==> src/rtl/sync_fifo_stat.sv <==
// sync_fifo_stat: single-clock FIFO with occupancy count, watermarks and sticky error flags
//
// Ports:
//    clk          rising-edge clock
//    rst          asynchronous active-low reset
//    w_en         write request; accepted when not full
//    data_in      write data
//    r_en         read request (pop/acknowledge in FWFT mode); accepted when not empty
//    clr_err      synchronous clear of overflow/underflow (a new error in the same cycle wins)
//    data_out     read data
//    full/empty   count == DEPTH / count == 0
//    almost_full  count >= AF_LEVEL
//    almost_empty count <= AE_LEVEL
//    count        occupancy 0..DEPTH
//    overflow     sticky: write attempted while full
//    underflow    sticky: read attempted while empty
//
// Define SYNC_FIFO_FWFT_EN for first-word-fall-through reads; otherwise data_out is registered.
module sync_fifo_stat #(
   parameter int DATA_WIDTH = 8,
   parameter int ADDR_WIDTH = 3,
   parameter int AF_LEVEL   = 6,
   parameter int AE_LEVEL   = 2
) (
   input  logic                  clk,
   input  logic                  rst,
   input  logic                  w_en,
   input  logic [DATA_WIDTH-1:0] data_in,
   input  logic                  r_en,
   input  logic                  clr_err,
   output logic [DATA_WIDTH-1:0] data_out,
   output logic                  full,
   output logic                  empty,
   output logic                  almost_full,
   output logic                  almost_empty,
   output logic [ADDR_WIDTH:0]   count,
   output logic                  overflow,
   output logic                  underflow
);
   localparam int              DEPTH = 2 ** ADDR_WIDTH;
   localparam logic [ADDR_WIDTH:0] DEPTH_C = (ADDR_WIDTH + 1)'(DEPTH);
   localparam logic [ADDR_WIDTH:0] AF_C    = (ADDR_WIDTH + 1)'(AF_LEVEL);
   localparam logic [ADDR_WIDTH:0] AE_C    = (ADDR_WIDTH + 1)'(AE_LEVEL);
   localparam logic [ADDR_WIDTH:0] ONE     = (ADDR_WIDTH + 1)'(1);
   logic [DATA_WIDTH-1:0] mem_q [DEPTH];
   logic [ADDR_WIDTH:0]   wptr_q, wptr_d, rptr_q, rptr_d;
   logic                  ovf_q, ovf_d, unf_q, unf_d, wr_acc, rd_acc;
   // pointer difference is modulo 2**(ADDR_WIDTH+1), so the wrap bit disambiguates full from empty
   assign count        = wptr_q - rptr_q;
   assign full         = count == DEPTH_C;
   assign empty        = count == '0;
   assign almost_full  = count >= AF_C;
   assign almost_empty = count <= AE_C;
   assign overflow     = ovf_q;
   assign underflow    = unf_q;
   assign wr_acc       = w_en && !full;
   assign rd_acc       = r_en && !empty;
   always_comb begin
      wptr_d = wr_acc ? wptr_q + ONE : wptr_q;
      rptr_d = rd_acc ? rptr_q + ONE : rptr_q;
      ovf_d  = (w_en && full) || (ovf_q && !clr_err);
      unf_d  = (r_en && empty) || (unf_q && !clr_err);
   end
   always_ff @(posedge clk or negedge rst) begin
      if (!rst) begin
         wptr_q <= '0;
         rptr_q <= '0;
         ovf_q  <= 1'b0;
         unf_q  <= 1'b0;
      end else begin
         wptr_q <= wptr_d;
         rptr_q <= rptr_d;
         ovf_q  <= ovf_d;
         unf_q  <= unf_d;
      end
   end
   always_ff @(posedge clk) begin
      if (wr_acc) mem_q[wptr_q[ADDR_WIDTH-1:0]] <= data_in;
   end
`ifdef SYNC_FIFO_FWFT_EN
   // head word shown whenever non-empty; forced to zero while empty so reset shows zero
   assign data_out = empty ? '0 : mem_q[rptr_q[ADDR_WIDTH-1:0]];
`else
   logic [DATA_WIDTH-1:0] dout_q;
   always_ff @(posedge clk or negedge rst) begin
      if (!rst) dout_q <= '0;
      else if (rd_acc) dout_q <= mem_q[rptr_q[ADDR_WIDTH-1:0]];
   end
   assign data_out = dout_q;
`endif
endmodule

==> config.mk <==
export PLATFORM = sky130hd
export DESIGN_NAME = sync_fifo_stat
export DESIGN_NICKNAME = d
export VERILOG_FILES = /design/src/rtl/sync_fifo_stat.sv
export SDC_FILE = /design/constraint.sdc
export NUM_CORES = 1
export LEC_CHECK = 0
export CORE_ASPECT_RATIO = 0.6
export CORE_MARGIN = 5
export CORE_UTILIZATION = 57
export CTS_CLUSTER_SIZE = 30
export DETAILED_ROUTE_END_ITERATION = 12
export PLACE_DENSITY_LB_ADDON = 0.25
export SYNTH_ARGS = -nofsm -noshare
export SYNTH_HDL_FRONTEND = slang
export SYNTH_SLANG_ARGS = --single-unit
==> constraint.sdc <==
create_clock -name clk -period 3.4 [get_ports clk]
set_input_delay 0.68 -clock clk [delete_from_list [all_inputs] [get_ports clk]]
set_output_delay 0.68 -clock clk [all_outputs]
set_load 0.02 [all_outputs]
# Word level (Yosys, flattened, before mapping)
# Memories as Yosys holds them, arrays and structs flattened. A register that Yosys moved wholly into a read port is not among the register bits.
# Index checks and enable logic that the tools add are counted.
[classes]
n_addsub = 3
order_cmp = 2
eq_ne = 1
mux = 2
n_reduce_logical = 13
[op_table]
columns = ["operator", "n"]
rows = [
  ["4-bit by 1-bit adder with 4-bit output, second input constant", 2],
  ["1-bit logical AND", 6],
  ["4-bit equality test, second input constant", 1],
  ["4-bit by 3-bit greater-or-equal comparator with 1-bit output, second input constant", 1],
  ["4-bit by 2-bit <= comparator with 1-bit output, second input constant", 1],
  ["1-bit zero test", 4],
  ["4-bit zero test", 1],
  ["4-bit subtractor", 1],
  ["1-bit logical OR", 2],
  ["1-bit 2-to-1 mux", 2],
]
[word_totals]
reg_bits = 10
ramBits = 64
in_bits = 13
output_inout_bits = 18
word_cells = 26
mem_count = 1
[mem_list]
columns = ["memory", "depth", "word_bits", "rd", "rd_clocked_by_memory_dff", "write_ports", "line", "rtl"]
rows = [
  ["mem_q", 8, 8, 1, 1, 1, "45", "logic [DATA_WIDTH-1:0] mem_q [DEPTH];"],
]

# Depth between registers and ports, before layout
# Gate-level depths: netlist of the first run.
[logic_depth]
ltp_word = 6
mapped_depth = 10
mapped_depth_nobuf = 8

# Worst setup path after synthesis of the first run
# OpenSTA, ideal clock, no wires.
[synth_timing]
path_type = "register to register"
startpoint = "register rptr_q[1]"
endpoint = "memory mem_q[0][0] (enable)"
setup_time_ns = 0.395
t_arrival_ns = 2.752
required_ns = 3.005
path_slack_ns = 0.253
stages_incl_launch_ff = 10
n_path_buf = 2
period_less_slack_ns = 3.147
cell_sequence = "dfrtp_1 -> clkbuf_1 -> buf_2 -> inv_1 -> ha_1 -> and3b_1 -> o21ai_1 -> and2_4 -> o21ai_4 -> nor4_1"
[synth_via]
elab_chain_len = 6
[synth_rtl]
columns = ["element", "line", "rtl"]
rows = [
  ["start: declaration", "46", "logic [ADDR_WIDTH:0] wptr_q, wptr_d, rptr_q, rptr_d;"],
  ["start signal: assignment", "72", "rptr_q <= rptr_d;"],
  ["4-bit subtractor", "49", "assign count = wptr_q - rptr_q;"],
  ["4-bit equality test", "50", "assign full = count == DEPTH_C;"],
  ["1-bit zero test", "56", "assign wr_acc = w_en && !full;"],
  ["1-bit logical AND", "56", ""],
  ["1-bit 2-to-1 mux", "78", "if (wr_acc) mem_q[wptr_q[ADDR_WIDTH-1:0]] <= data_in;"],
  ["1-bit 2-to-1 mux (not written as such)", "78", ""],
  ["end: declaration", "45", ""],
]
# No other way between the ends.

# Final worst setup path of the first run
[layout_timing]
startpoint = "register wptr_q[0]"
endpoint = "output port full"
[layout_via]
elab_chain_len = 2
[layout_rtl]
columns = ["element", "line", "rtl"]
rows = [
  ["start: declaration", "46", ""],
  ["start signal: assignment", "71", "wptr_q <= wptr_d;"],
  ["4-bit subtractor", "49", ""],
  ["4-bit equality test", "50", ""],
  ["end: declaration", "32", "output logic full,"],
]
# No other way between the ends.

==> results of run 1 <==
==> cell families after synthesis <==
family | synth area share
simple gates | 0.0616
buf+inv | 0.0198
compound gates | 0.0293
flops | 0.695
xor+xnor | 0.0205
fa+ha+maj | 0.0242
mux | 0.150
==> metrics by stage <==
| step | utilization | std cells | power (uW) | setup slack [ns] | cell area [um2] |
|---|---|---|---|---|---|
| 2_1_floorplan | - | 195 | 2840 | 0.253 | 3410 |
| 4_1_cts | 0.712 | 330 | 4180 | 0.0162 | 4060 |
| 6_report | 0.715 | 330 | 4190 | 0.183 | 4080 |
| 3_5_place_dp | 0.683 | 314 | 3620 | 0.160 | 3890 |
| 5_1_grt | 0.715 | 330 | 4440 | 0.0475 | 4080 |
| 3_3_place_gp | 0.683 | 314 | 3520 | 0.319 | 3890 |
==> timing repair <==
item	4_1_cts	5_1_grt
gates resized for setup	4	3
hold buffers	0	0
setup endpoints to repair	4	3
==> final cells by class <==
cell class | instances | area, um2 | area share
clock buffer | 10 | 128 | 0.0313
tap | 80 | 100 | 0.0246
sequential | 82 | 2370 | 0.582
inverter | 10 | 42.5 | 0.0104
clock inverter | 6 | 42.5 | 0.0104
timing repair buffer | 44 | 403 | 0.0988
multi-input combinational | 98 | 988 | 0.242
==> layer usage <==
layer / track usage / vias to the layer above / share of wire
met5: 0 / - / 0
met4: 0.0622 / 0 / 0.015
met3: 0.0746 / 15 / 0.076
met2: 0.307 / 68 / 0.51
met1: 0.263 / 920 / 0.40
li1: - / 840 / -
==> worst max-delay path by stage <==
| stage | start | end | slack [ns] | cells after the start |
|---|---|---|---|---|
| after floorplan | rptr_q[1] | mem_q[0][0] | 0.25 | 9 |
| after global routing | wptr_q[0] | full | 0.05 | 7 |
| after global placement | wptr_q[0] | full | 0.32 | 7 |
| after CTS | rptr_q[2] | count[3] | 0.02 | 7 |
| final | wptr_q[0] | full | 0.18 | 7 |
| after detailed placement | wptr_q[0] | full | 0.16 | 7 |
==> sequential cells by signal, indices dropped and copies added (netlist names) <==
register / flops
rptr_q: 4
overflow: 1
data_out: 8
underflow: 1
wptr_q: 4
mem_q: 64
==> cell usage after synthesis <==
library cell / number / share of area
o21ai_4: 2 / 0.0095
nor2_1: 3 / 0.0033
a21oi_1: 2 / 0.0029
fa_1: 1 / 0.0059
a21o_1: 1 / 0.0022
nor4_1: 2 / 0.0037
clkinv_1: 1 / 0.0011
and3b_1: 1 / 0.0026
clkbuf_1: 2 / 0.0022
nor3b_1: 1 / 0.0022
mux4_2: 16 / 0.11
mux2_4: 10 / 0.044
inv_1: 8 / 0.0088
o21ai_1: 1 / 0.0015
or3_1: 1 / 0.0018
xnor2_1: 5 / 0.013
o21ai_0: 1 / 0.0015
dfrtp_1: 18 / 0.13
a211oi_1: 1 / 0.0022
buf_2: 2 / 0.0029
a22o_1: 2 / 0.0051
xor2_1: 3 / 0.0077
ha_1: 5 / 0.018
inv_6: 1 / 0.0026
buf_4: 1 / 0.0022
o211ai_1: 1 / 0.0022
nand4_1: 1 / 0.0018
and2_4: 1 / 0.0026
edfxtp_1: 64 / 0.56
o31ai_1: 1 / 0.0022
nand2_1: 29 / 0.032
nor3_1: 6 / 0.0088
nand3_2: 1 / 0.0029
==> power groups by stage <==
stage               sequential, uW  clock (uW)  combinational, uW
floorplan                     1500           0               1340
global placement              1450           0               2070
detailed placement            1470           0               2150
global route                  1470         659               2310
CTS                           1450         617               2110
finish                        1450         597               2150
==> worst register-to-register path, cell delays in order (launching register included) <==
cell and delay (ns):
dfrtp_1 0.48, inv_1 0.10, ha_1 0.23, fa_1 0.41
xor2_2 0.19, nand3_4 0.17, o21ai_4 0.12, nor4_1 0.93
buf_4 0.30
==> results.tsv, run 1 <==
metric	value	unit
num rows	21	
worst-skew pair later-pin latency	0.35	ns
commonest non-fill, non-tap cell in the layout	edfxtp_1	
CP Max Fanout	7	
TritonCTS clock tree	done	
htree depth	3	
Max stage delay cell, worst path	dfrtp_1	
Final ANT Viol Nets	0	
layout cells sized above 1	0.240	
Clock Skew	0.00778	ns
initial antenna violation count	0	
CP Class	reg -> out	
Netlist cell types	33	
Bufs on Longest Clock Path	2	
Setup Buffers After CTS	0	
post-DP HPWL	4.70	mm
Critical Path RT	2.72	ns
Max Clock Freq	0.311	GHz
Vert. Die Dim	69.9	um
Synth Warn #	0	
critical path capture point type	output pin	
Worst Hold Depth	1	
Clk Tree Root Cell	clkbuf_8	
Nets	264	
Inserted Clock Buffers	9	
Die ar.	7690	um2
Hold Slack	0.513	ns
Syn Inst Count	195	
max_cap viols	0	
CP peak stage delay	0.48	ns
sequential fraction of the synthesis area	0.695	
reg2reg setup slack	0.19	ns
initial cell density of the core	0.599	
Final Hold Vio Count	0	
All-Layer GR Usage	0.199	
n_diodes	0	
Slew HR	0.187	
Int Pwr	2570	uW
via count	1843	
commonest non-fill, non-tap cells in the layout	64 x edfxtp_1, 29 x nand2_1, 25 x clkdlybuf4s50_1	
clock slew seen by the registers of the worst setup and hold paths	0.08	ns
CP Cell Sequence	inv_1, ha_1, fa_1, xor2_2, nand3_4, a21oi_1, dlygate4sd2_1	
synthesis-to-layout area growth	19.4	%
number of synthesized register bits	82	
worst r2r path cells	8	
RSZ-0062 raised after global routing	no	
Worst EP arrival	2.54	ns
Die X	110	um
Sw Share	0.387	
Worst R2R Start	wptr_q[0]	
leakage power	0.00153	uW
fillers	373	
Mapped Nets	214	
HP Class	reg -> reg	
largest net degree at the start of global routing	20	
net switching power	1620	uW
Worst path top cell family by delay	adder cells	
hold_sp	data_out[7]	
WL final	6.74	mm
reg-to-reg endpoint	mem_q[4][7]	
global-route wire length before repair	10.9	mm
combinational power share	0.512	
TritonCTS Sinks	82	
outcome	finished clean	
num ports	31	
Worst Tran Pin Value	1.21	ns
Slew Viols, Final	0	
GRT Residual Overflow	0	
min cycle time layout	3.22	ns
vias in the first global route	1959	
Cell Pwr Density	1030	nW/um2
final setup fails	0	
initial DRC count	182	
remaining routing DRC violations	0	
TNS Setup	0	ns
Worst Path Buf+Inv	2	
CORE AREA	5700	um2
Final Cycle Share	0.946	
critical path startpoint category	register	
Hold EP	data_out[7]	
DR pass1 iterations	4	
Flop pwr share	0.346	
gpl congestion	0.879	
Max IR drop VDD	0.564	mV
Mapped Area	3410	um2
# port buffers	30	
WL/cell	20.4	um
Avg Inst Size Synth	17.5	um2
vias per cell	5.58	
clock power share	0.142	
No activity file was read; power rests on OpenSTA's default activity.
==> inputs of run 2 (changes only) <==
--- a/config.mk
+++ b/config.mk
@@ -5,6 +5,7 @@
 export SDC_FILE = /design/constraint.sdc
 export NUM_CORES = 1
 export LEC_CHECK = 0
+export ABC_AREA = 0
 export CORE_ASPECT_RATIO = 0.6
 export CORE_MARGIN = 5
 export CORE_UTILIZATION = 57
==> results of run 2 <==
Same layout as run 1: the final DEF is identical, and so are final timing and power.
==> inputs of run 3 (changes only) <==
--- a/config.mk
+++ b/config.mk
@@ -8,7 +8,7 @@
 export ABC_AREA = 0
 export CORE_ASPECT_RATIO = 0.6
 export CORE_MARGIN = 5
-export CORE_UTILIZATION = 57
+export CORE_UTILIZATION = 60
 export CTS_CLUSTER_SIZE = 30
 export DETAILED_ROUTE_END_ITERATION = 12
 export PLACE_DENSITY_LB_ADDON = 0.25
==> constraint.sdc (replaced) <==
create_clock -name clk -period 4 [get_ports clk]
set_input_delay 0.8 -clock clk [delete_from_list [all_inputs] [get_ports clk]]
set_output_delay 0.8 -clock clk [all_outputs]
set_load 0.02 [all_outputs]
==> run 3 against run 2 <==
Against the previous run: first-iteration DRC count fell by 20%; clock power increased by 16%; sequential power is 14% lower; sequential share of layout area fell by 0.52 points; critical path depth unchanged; power fell by 11%; combinational power shrank 17%; worst hold slack worse by 0.0016 ns; cell count shrank 0.61%; design area rose by 0.95%; register-to-register slack gained 1.1 ns; largest cell class unchanged; highest routed layer unchanged.
==> results.tsv, run 3 (same netlist as run 1, synthesis figures left out) <==
metric	value	unit	change
outcome	finished clean		
min cycle time layout	3.72	ns	
CORE AREA	5540	um2	-2.8%
Die ar.	7350	um2	-4.4%
# port buffers	30		unchanged
combinational power share	0.480		-0.032
Max Clock Freq	0.268	GHz	
commonest non-fill, non-tap cell in the layout	edfxtp_1		
Final ANT Viol Nets	0		unchanged
leakage power	0.00154	uW	+0.57%
critical path startpoint category	register		
RSZ-0062 raised after global routing	no		
via count	1880		+2.0%
placed cell areas	3880	um2	-0.39%
Max IR drop VDD	0.462	mV	-18%
Sw Share	0.361		-0.0263
vias in the first global route	1974		+0.77%
post-DP HPWL	4.62	mm	-1.7%
global-route wire length before repair	10.9	mm	about the same
fillers	349		-6.4%
TritonCTS Sinks	82		unchanged
Setup WS post-layout	0.275	ns	+0.0924 ns
Vert. Die Dim	68.4	um	-2.2%
CP Class	reg -> out		
dpl ws	0.563	ns	+0.403 ns
FF+latch area	2370	um2	about the same
WL final	6.86	mm	+1.8%
initial cell density of the core	0.616		+0.0170
Inserted Clock Buffers	9		unchanged
num rows	21		unchanged
Max stage delay cell, worst path	clkdlybuf4s50_1		
final setup fails	0		unchanged
Bufs on Longest Clock Path	2		unchanged
Slew HR	0.382		+0.195
All-Layer GR Usage	0.211		+0.0123
Final Hold Vio Count	0		unchanged
Nets	262		-0.76%
Cell Pwr Density	908	nW/um2	-12%
commonest non-fill, non-tap cells in the layout	64 x edfxtp_1, 30 x clkdlybuf4s50_1, 29 x nand2_1		
Int Pwr	2390	uW	-7.0%
Clk Tree Root Cell	clkbuf_8		
htree depth	3		unchanged
Slew Viols, Final	0		unchanged
net switching power	1350	uW	-17%
DR pass1 iterations	5		+1
GRT Residual Overflow	0		unchanged
largest net degree at the start of global routing	20		unchanged
CP peak stage delay	0.64	ns	+0.16 ns
design area	4120	um2	+0.95%
Worst Tran Pin Value	0.924	ns	-0.285 ns
vias per cell	5.73		+2.6%
hold_buf cts	0		unchanged
clock slew seen by the registers of the worst setup and hold paths	0.07	ns	about the same
Final Cycle Share	0.931		
n_diodes	0		unchanged
synthesis-to-layout area growth	20.6	%	
critical path capture point type	output pin		
num ports	31		unchanged
TNS Setup	0	ns	unchanged
remaining routing DRC violations	0		unchanged
max reg flops	64		unchanged
WL/cell	20.9	um	+2.4%
initial antenna violation count	0		unchanged
TritonCTS clock tree	done		
layout cells sized above 1	0.234		-0.00613
initial DRC count	145		-20%
max_cap viols	0		unchanged
HP Class	reg -> reg		
multi-input logic area	973	um2	-1.5%
Critical Path RT	3.20	ns	+0.48 ns
Clock Skew	0.00729	ns	-0.000497 ns
CP Cell Sequence	inv_1, ha_1, fa_1, xor2_1, nand3_2, a21oi_1, clkdlybuf4s50_1		
worst-skew pair later-pin latency	0.34	ns	about the same
Flop pwr share	0.335		-0.011
Worst EP arrival	2.92	ns	+0.38 ns
Die X	107	um	-2.3%
Post-Route Utilization	0.742		+0.0273
CP Max Fanout	7		unchanged
clock power share	0.185		+0.043
gpl congestion	0.760		-14%
## run 3: cell types whose count changed in the layout (fill, tap and decap cells not counted), sizes merged, moves of 2 or more
cell | previous run | this run
dlygate4sd2 | 4 | 0
bufinv | 0 | 3
clkinvlp | 4 | 0
buf | 14 | 12
clkdlybuf4s50 | 25 | 30
## run 3: final timing paths
check	slack [ns]	to	startpoint	cells after the start
worst max-delay path	0.28	full	wptr_q[0]	7
worst min-delay path	0.51	data_out[2]	data_out[2]	1
worst max register to register	1.28	data_out[4]	wptr_q[0]	7
worst min register to register	0.51	data_out[2]	data_out[2]	1
max in group asynchronous	2.40	rptr_q[2]	rst	1
min in group asynchronous	0.98	data_out[1]	rst	1
## run 3: repair_timing
action | 4_1_cts | 5_1_grt
resized for setup | 0 | 1
setup endpoints to repair | 0 | 1
setup buffers | 0 | 0
## run 3: final cells by class
type	instances	share of cell area
tap	80	0.0243
timing repair buffer	42	0.0949
sequential	82	0.577
multi-input combinational	98	0.237
inverter	10	0.0103
clock buffer	11	0.0319
clock inverter	5	0.0252
## run 3: worst max-delay path: cells and delay by family (launching register included)
| family | cells | cell delay, ns |
|---|---|---|
| fa+ha+maj | 2 | 0.62 |
| compound gates | 1 | 0.24 |
| buf+inv | 2 | 0.74 |
| flops | 1 | 0.48 |
| xor+xnor | 1 | 0.27 |
| simple gates | 1 | 0.24 |
## run 3: power by group through the flow
stage	clock [uW]	combinational, uW	sequential (uW)
6_report	690	1790	1250
5_1_grt	740	1920	1280
4_1_cts	702	1810	1250
3_5_place_dp	0	1790	1270
3_3_place_gp	0	1730	1250
2_1_floorplan	0	1140	1280
## run 3: metrics by stage
step | total power, uW | cells | hold WS (ns)
2_1_floorplan | 2410 | 195 | 0.498
3_3_place_gp | 2980 | 312 | 0.496
5_1_grt | 3940 | 328 | 0.534
6_report | 3740 | 328 | 0.512
3_5_place_dp | 3060 | 312 | 0.499
4_1_cts | 3760 | 328 | 0.519
## run 3: metal layers
layer  vias to the layer above  GRT usage  routed length (um)
met5                         -          0                   0
li1                        839          -                   -
met3                         2     0.0613                 551
met2                        81      0.348                3440
met1                       958      0.282                2850
met4                         0     0.0583                  21
